===== src/rtl/mem_array_pkg.sv =====
// mem_array_pkg: shared widths and load-FSM states for the script memory.
package mem_array_pkg;
    localparam int DATA_W = 16;
    localparam int ADDR_W = 8;
    localparam int DEPTH  = 2**ADDR_W;
    typedef enum logic [1:0] {IDLE, LOAD_HI, LOAD_LO} state_t;
endpackage


===== src/rtl/byte_strobe_gen.sv =====
// byte_strobe_gen: one-cycle accept strobe on a rising valid or a changed byte under held valid.
module byte_strobe_gen (
    input  logic       clock,
    input  logic       reset,
    input  logic [7:0] bits,
    input  logic       valid,
    output logic       strobe
);
    logic       prev_valid;
    logic [7:0] prev_bits;

    always_ff @(posedge clock or negedge reset) begin
        if (!reset) begin
            prev_valid <= 1'b0;
            prev_bits  <= '0;
        end else begin
            prev_valid <= valid;
            prev_bits  <= bits;
        end
    end

    assign strobe = valid && (!prev_valid || bits != prev_bits);
endmodule


===== src/rtl/mem_array.sv =====
// mem_array: captures a header-framed word stream into a script array and serves mem[pc].
// SCRIPT_REG_OUT_EN registers the script output (one cycle latency after pc).
module mem_array
    import mem_array_pkg::*;
(
    input  logic              clock,
    input  logic              reset,
    input  logic [7:0]        dataOut_bits,
    input  logic              dataOut_valid,
    input  logic [ADDR_W-1:0] pc,
    output logic              script_mode,
    output logic [DATA_W-1:0] script,
    output logic [7:0]        script_num
);
    state_t            state, state_d;
    logic [7:0]        hi, hi_d, total, total_d, num_d, num_inc;
    logic              mode_d, strobe, we;
    logic [DATA_W-1:0] mem [DEPTH];
    logic [DATA_W-1:0] rd;

    byte_strobe_gen u_strobe (
        .clock  (clock),
        .reset  (reset),
        .bits   (dataOut_bits),
        .valid  (dataOut_valid),
        .strobe (strobe)
    );

    always_ff @(posedge clock or negedge reset) begin
        if (!reset) begin
            state       <= IDLE;
            hi          <= '0;
            total       <= '0;
            script_num  <= '0;
            script_mode <= 1'b0;
        end else begin
            state       <= state_d;
            hi          <= hi_d;
            total       <= total_d;
            script_num  <= num_d;
            script_mode <= mode_d;
        end
    end

    assign num_inc = script_num + 8'd1;

    always_comb begin
        state_d = state;
        hi_d    = hi;
        total_d = total;
        num_d   = script_num;
        mode_d  = script_mode;
        we      = 1'b0;
        if (strobe) begin
            case (state)
                IDLE: begin
                    total_d = dataOut_bits;
                    num_d   = '0;
                    mode_d  = dataOut_bits == 8'd0;
                    state_d = dataOut_bits == 8'd0 ? IDLE : LOAD_HI;
                end
                LOAD_HI: begin
                    hi_d    = dataOut_bits;
                    state_d = LOAD_LO;
                end
                LOAD_LO: begin
                    we      = 1'b1;
                    num_d   = num_inc;
                    mode_d  = num_inc == total;
                    state_d = num_inc == total ? IDLE : LOAD_HI;
                end
                default: state_d = IDLE;
            endcase
        end
    end

    // Array is deliberately not reset; the script_num gate hides stale words.
    always_ff @(posedge clock) begin
        if (we) mem[script_num] <= {hi, dataOut_bits};
    end

    assign rd = (pc < script_num) ? mem[pc] : '0;

`ifdef SCRIPT_REG_OUT_EN
    always_ff @(posedge clock or negedge reset) begin
        if (!reset) script <= '0;
        else        script <= rd;
    end
`else
    assign script = rd;
`endif
endmodule


===== config.mk =====
export PLATFORM = sky130hd
export DESIGN_NAME = mem_array
export DESIGN_NICKNAME = d
export VERILOG_FILES = /design/src/rtl/mem_array_pkg.sv /design/src/rtl/byte_strobe_gen.sv /design/src/rtl/mem_array.sv
export SDC_FILE = /design/constraint.sdc
export NUM_CORES = 2
export LEC_CHECK = 0
export CORE_MARGIN = 3
export CORE_UTILIZATION = 57
export CTS_CLUSTER_SIZE = 30
export DETAILED_ROUTE_END_ITERATION = 8
export GPL_ROUTABILITY_DRIVEN = 0
export HOLD_SLACK_MARGIN = 0.05
export PLACE_DENSITY_LB_ADDON = 0.25
export RECOVER_POWER = 100
export SLEW_MARGIN = 25
export SYNTH_ARGS = -nofsm -noshare
export SYNTH_HDL_FRONTEND = slang
export SYNTH_HIERARCHICAL = 1
export SYNTH_SLANG_ARGS = --single-unit
export TNS_END_PERCENT = 10

===== constraint.sdc =====
create_clock -name clock -period 3.9 [get_ports clock]
set_input_delay 0.78 -clock clock [delete_from_list [all_inputs] [get_ports clock]]
set_output_delay 0.78 -clock clock [all_outputs]
set_load 0.02 [all_outputs]

### Word level (Yosys, flattened, before mapping)

Memory sizes are Yosys's and may differ from the RTL's.
Index checks and enable logic that the tools add are counted.

* register bits: 36
* bits in latches: 0
* memory bits (writable): 4096
* ROM bits: 0
* output and inout port bits: 25
* word-level logic and storage cells: 33
* memories: 1

* add/subtract/negate cells: 1
* multipliers: 0
* divide/modulo/power cells: 0
* $lt $le $gt $ge: 1
* equal/unequal tests: 4
* shifts and indexed selects: 0
* multiplexer cells: 10
* bitwise operators: 0
* reduce and logical (&&, ||, !) cells: 9

Memories
* mem: words 256, width 16, read ports 1, clocked after Yosys merged registers in 0, write ports 1, line mem_array.sv:18 `logic [DATA_W-1:0] mem [DEPTH];`

Operator list (number)
* $mux W16: 1
* $pmux W8 S2: 1
* $add A8 B1 Y8 const B: 1
* $eq A8 B8 Y1: 1
* $logic_not A8 Y1: 1
* $lt A8 B8 Y1: 1
* $ne A8 B8 Y1: 1
* $mux W1: 6
* $pmux W2 S3: 1
* $reduce_and A2 Y1: 3
* $eq A2 B1 Y1 const B: 1
* $eq A2 B2 Y1 const B: 1
* $logic_not A2 Y1: 1
* $pmux W1 S2: 1
* $reduce_bool A2 Y1: 1
* $logic_and A1 B1 Y1: 1
* $logic_not A1 Y1: 1
* $logic_or A1 B1 Y1: 1

### Depth between registers and ports, before layout

* depth in word-level cells: 6
* depth in mapped cells: 12
* depth with buffers taken out: 9

### Hierarchy

The synthesis kept the hierarchy.

By module, submodules not included
* mem_array: instances 1, cells each 7930, area an instance 160014.7 um2, sequential area each 123673.6 um2
* byte_strobe_gen: instances 1, cells each 21, area an instance 319.1 um2, sequential area each 225.2 um2

### Worst setup path before layout

No wires, ideal clock.

* path type: register to register
* from: register hi[2]
* to: memory mem[0][10], data pin
* setup time: 0.803 ns
* arrival: 3.179 ns
* data required time: 3.097 ns
* slack: -0.082 ns
* cell stages (with the launch flop): 1
* period minus slack after synthesis: 3.982 ns
* cells stage by stage: dfrtp_1

RTL lines
* start: declaration: line mem_array.sv:16 `logic [7:0] hi, hi_d, total, total_d, num_d, num_inc;`
* start signal: assignment: line mem_array.sv:38 `hi <= hi_d;`
* end: declaration: line mem_array.sv:18

No word-level cell before the write port.

### Worst setup path after layout

* from: input port pc[1]
* to: output port script[15]

* word-level cells in the longest chain between the ends: 2
* elaborated cells on any way between the ends: 3

RTL lines
* start: declaration: line mem_array.sv:10 `input logic [ADDR_W-1:0] pc,`
* $mem_v2 Z256 W16 or $lt A8 B8 Y1 (tied branches)
* $mux W16 *: line mem_array.sv:82 `assign rd = (pc < script_num) ? mem[pc] : '0;`
* end: declaration: line mem_array.sv:12 `output logic [DATA_W-1:0] script,`

Mark *: on every way between the ends. The rest lies on a longest branch, timed or not.

==> summary.md <==
| Metric | Value |
|---|---|
| Clock-pin slew on the worst setup and hold paths | `roughly 60 ps` |
| Hold WS | `528 ps` |
| Place WS | `-1270 ps` |
| Power per Cell Area | `roughly 540 nW/um2` |
| Distinct cells, synth | `between 60 and 70` |
| Num CTS Buffers | `about 410` |
| Commonest cells after routing, fill and taps aside | `edfxtp_1, buf_4, mux2i_1, mux4_2, clkbuf_16` |
| Post-synth EDFFs | `4,096` |
| Worst vdd ir | `about 0.00083 V` |
| WL per Instance | `roughly 34 um` |
| Routed WL | `around 460,000 um` |
| Final setup vio count | `1,324` |
| Tmin final | `about 4700 ps` |
| Worst skew pair latency | `about 970 ps` |
| RSZ-0062 raised after global routing | `true` |
| Syn_area_per_cell | `20.2 um2` |
| Die ar. | `around 290,000 um2` |
| H-Tree Depth | `5` |
| Largest area contributor in the synthesized netlist | `edfxtp_1` |
| Relative slew slack | `-135%` |
| Async S/R FF share, synth | `less than 1%` |
| Die Ht | `~540 um` |
| DRC errors left | `0` |
| CP Max Fanout | `18` |
| Internal cell power | `77.1 mW` |
| CTS tree | `built` |
| Data required time of the worst path | `3120 ps` |
| FP Rows | `194` |
| Mapped Area | `around 160,000 um2` |
| Critical path, cell by cell | `buf_8 -> or2_4 -> buf_12 -> buf_6 -> buf_16 -> o221ai_4 -> o22ai_4 -> a222oi_1 -> nand4_1 -> buf_12 -> o31ai_2 -> buf_4 -> buf_6` |
| Final hold violations | `0` |
| Worst Hold Class | `reg2reg` |
| Failing checks | `capacitance limit, slew limit, setup timing` |
| Least-Margin Pin Slew | `between 3000 and 4000 ps` |
| Clk pwr share | `about two fifths` |
| Setup TNS | `-222,950 ps` |
| Starting density of the core | `a little under three fifths` |
| Die Width | `around 540 um` |
| Vias/cell | `6.71` |
| Layout area overhead | `17.8%` |
| Critical Path Slowest Stage Cell | `a222oi_1` |
| Worst r2r path cells | `1` |
| Global route total overflow | `0` |
| Placed insts | `approximately 13,000` |
| Layout Nets | `9,314` |
| DRT Pass-1 Iters | `8` |
| Sw Pwr | `24.4 mW` |
| Total GRT Usage | `a little under a third` |
| Switching share of total power | `around 24%` |
| Post-DP HPWL | `between 200,000 and 300,000 um` |
| Critical path launch point type | `input pin` |
| Max_cap viols | `31` |
| Ranking of synthesized cells by area | `edfxtp_1, mux4_2, mux2i_1, o221ai_1, o22ai_1` |
| Mapped Cells | `7,951` |
| Sequential cell area | `between 100,000 and 150,000 um2` |
| Leak Pwr | `about 63 nW` |
| Area of the multi-input gates | `~35,000 um2` |
| Final Cycle Share | `119%` |
| Run status | `finished with violations` |
| Combinational power share | `between 9 and 10%` |
| Top cell type's share of synthesized area | `between 70% and 80%` |
| Core Region | `around 280,000 um2` |
| Fmax | `0.215 GHz` |
| Sequential share of the synthesized area | `slightly below 80%` |
| First-pass GRT wire length | `approximately 650,000 um` |
| Post-DRT Antenna Nets | `0` |
| Largest net degree at the start of global routing | `around 150` |
| I/O Pins | `44` |
| Share of layout cells above drive strength 1 | `about 28%` |
| Initial antenna violation count | `20` |
| Final Power | `102 mW` |
| Clock skew | `75.5 ps` |
| Reg power frac | `between 50% and 60%` |
| Commonest non-fill, non-tap cell in the layout | `edfxtp_1` |
| Critical path class | `in2out` |
| Port Buffer Count | `43` |
| Vias in the first global route | `approximately 87,000` |
| WHS Path Cells | `1` |
| Slew Limit Fails | `approximately 2,400` |
| Register bit total from synthesis | `4,132` |
| Vias | `89,700` |
| Clock buffer depth | `4` |
| Slowest stage delay, CP | `720 ps` |
| Top FF cell, synth | `edfxtp_1` |
| Sinks on the clock net | `between 4,000 and 5,000` |
| Fin cells | `13,400` |
| Net Count, Synth | `around 8,000` |
| Root Driver | `clkbuf_16` |
| Fill cell count | `~17,000` |
| CP arrival | `about 3900 ps` |
| Synth warnings | `6` |
| Detailed Route Iter0 Violations | `13,700` |
| Setup ws final | `-756 ps` |
| Setup crit end kind | `primary output` |
-- flip-flops by register name, indices dropped and copies added, names as in the netlist --
signal	cells
state	2
script_mode	1
total	8
script_num	8
u_strobe/prev_bits	8
u_strobe/prev_valid	1
hi	8
mem	4096
-- stage by stage --
stage,utilization (%),area [um2]
2_1_floorplan,-,160000
3_3_place_gp,62.6,175000
3_5_place_dp,62.6,175000
4_1_cts,67.8,190000
5_1_grt,67.5,189000
6_report,67.6,189000
-- cells in the mapped netlist, drive strengths merged (2+ instances only) --
cell type / n
or3: 23
o21ai: 52
a31oi: 3
a21oi: 234
nand2b: 4
mux4: 589
xor2: 4
and3: 14
nand3b: 2
dfrtp: 36
ha: 11
a222oi: 14
o22ai: 250
nand2: 64
mux2: 18
nor3b: 2
a2111oi: 63
o211ai: 2
nand3: 48
o32ai: 3
nor3: 86
clkbuf: 251
inv: 15
buf: 250
nor4: 24
and3b: 2
or2: 7
nand4: 32
edfxtp: 4096
a211oi: 91
or4: 2
xnor2: 17
a22oi: 2
or3b: 2
and2: 43
o221ai: 333
nor2: 345
o31ai: 17
mux2i: 887
-- worst paths after layout --
check / startpoint / endpoint / slack, ps
max in group asynchronous: reset / hi[1] / 720
worst max register to register: hi[7] / mem[44][15] / -220
worst min-delay path: total[2] / total[2] / 530
worst max-delay path: pc[1] / script[15] / -760
worst min register to register: total[2] / total[2] / 530
min in group asynchronous: reset / u_strobe/prev_bits[6] / 1240
-- layout make-up --
class | count | area share [%]
Tap cell | 3724 | 2.47
Timing Repair Buffer | 1426 | 6.45
Clock inverter | 267 | 1.41
Sequential cell | 4132 | 65.6
Antenna cell | 13 | 0.0172
Multi-Input combinational cell | 3303 | 18.4
Clock buffer | 488 | 5.60
Inverter | 15 | 0.0338
-- timing repair --
item / CTS / global route
gates cloned: 5 / 3
pin swaps: 40 / 24
endpoints found under the hold margin: 35 / 0
setup endpoints to repair: 16 / 16
resized for setup: 215 / 60
buffers inserted: 12 / 17
hold buffers: 1 / 0
-- cells by family after synthesis --
kind of cell,after synthesis,share of synthesized area [%]
compound gates,1076,4.80
xor+xnor,21,0.115
fa+ha+maj,11,0.0858
mux,1494,13.9
flops,4132,77.3
simple gates,701,2.00
buf+inv,516,1.78
-- worst max-delay path, delay by kind of cell --
kind,cells,cell delay [ps]
compound gates,4,1260
simple gates,2,540
buf+inv,7,1190
-- per-layer routing --
| layer | part of all wire (%) | wire (um) | up-vias | track usage, % |
|---|---|---|---|---|
| li1 | - | - | 36100 | - |
| met1 | 36 | 166000 | 46200 | 45.3 |
| met2 | 45 | 204000 | 6390 | 45.9 |
| met3 | 14 | 65300 | 1057 | 9.58 |
| met4 | 4.9 | 22700 | 6 | 12.7 |
| met5 | 0.010 | 46 | - | 0 |
-- power by group through the flow --
stage / Combinational (mW) / Sequential [mW] / Clock [mW]
floorplan: 2.65 / 55.3 / 0
global placement: 8.70 / 54.1 / 0
detailed placement: 9.05 / 54.2 / 0
CTS: 9.27 / 53.3 / 39.1
global route: 9.53 / 53.6 / 40.8
finish: 9.24 / 53.5 / 38.8
No activity file was read; power rests on OpenSTA's default activity.
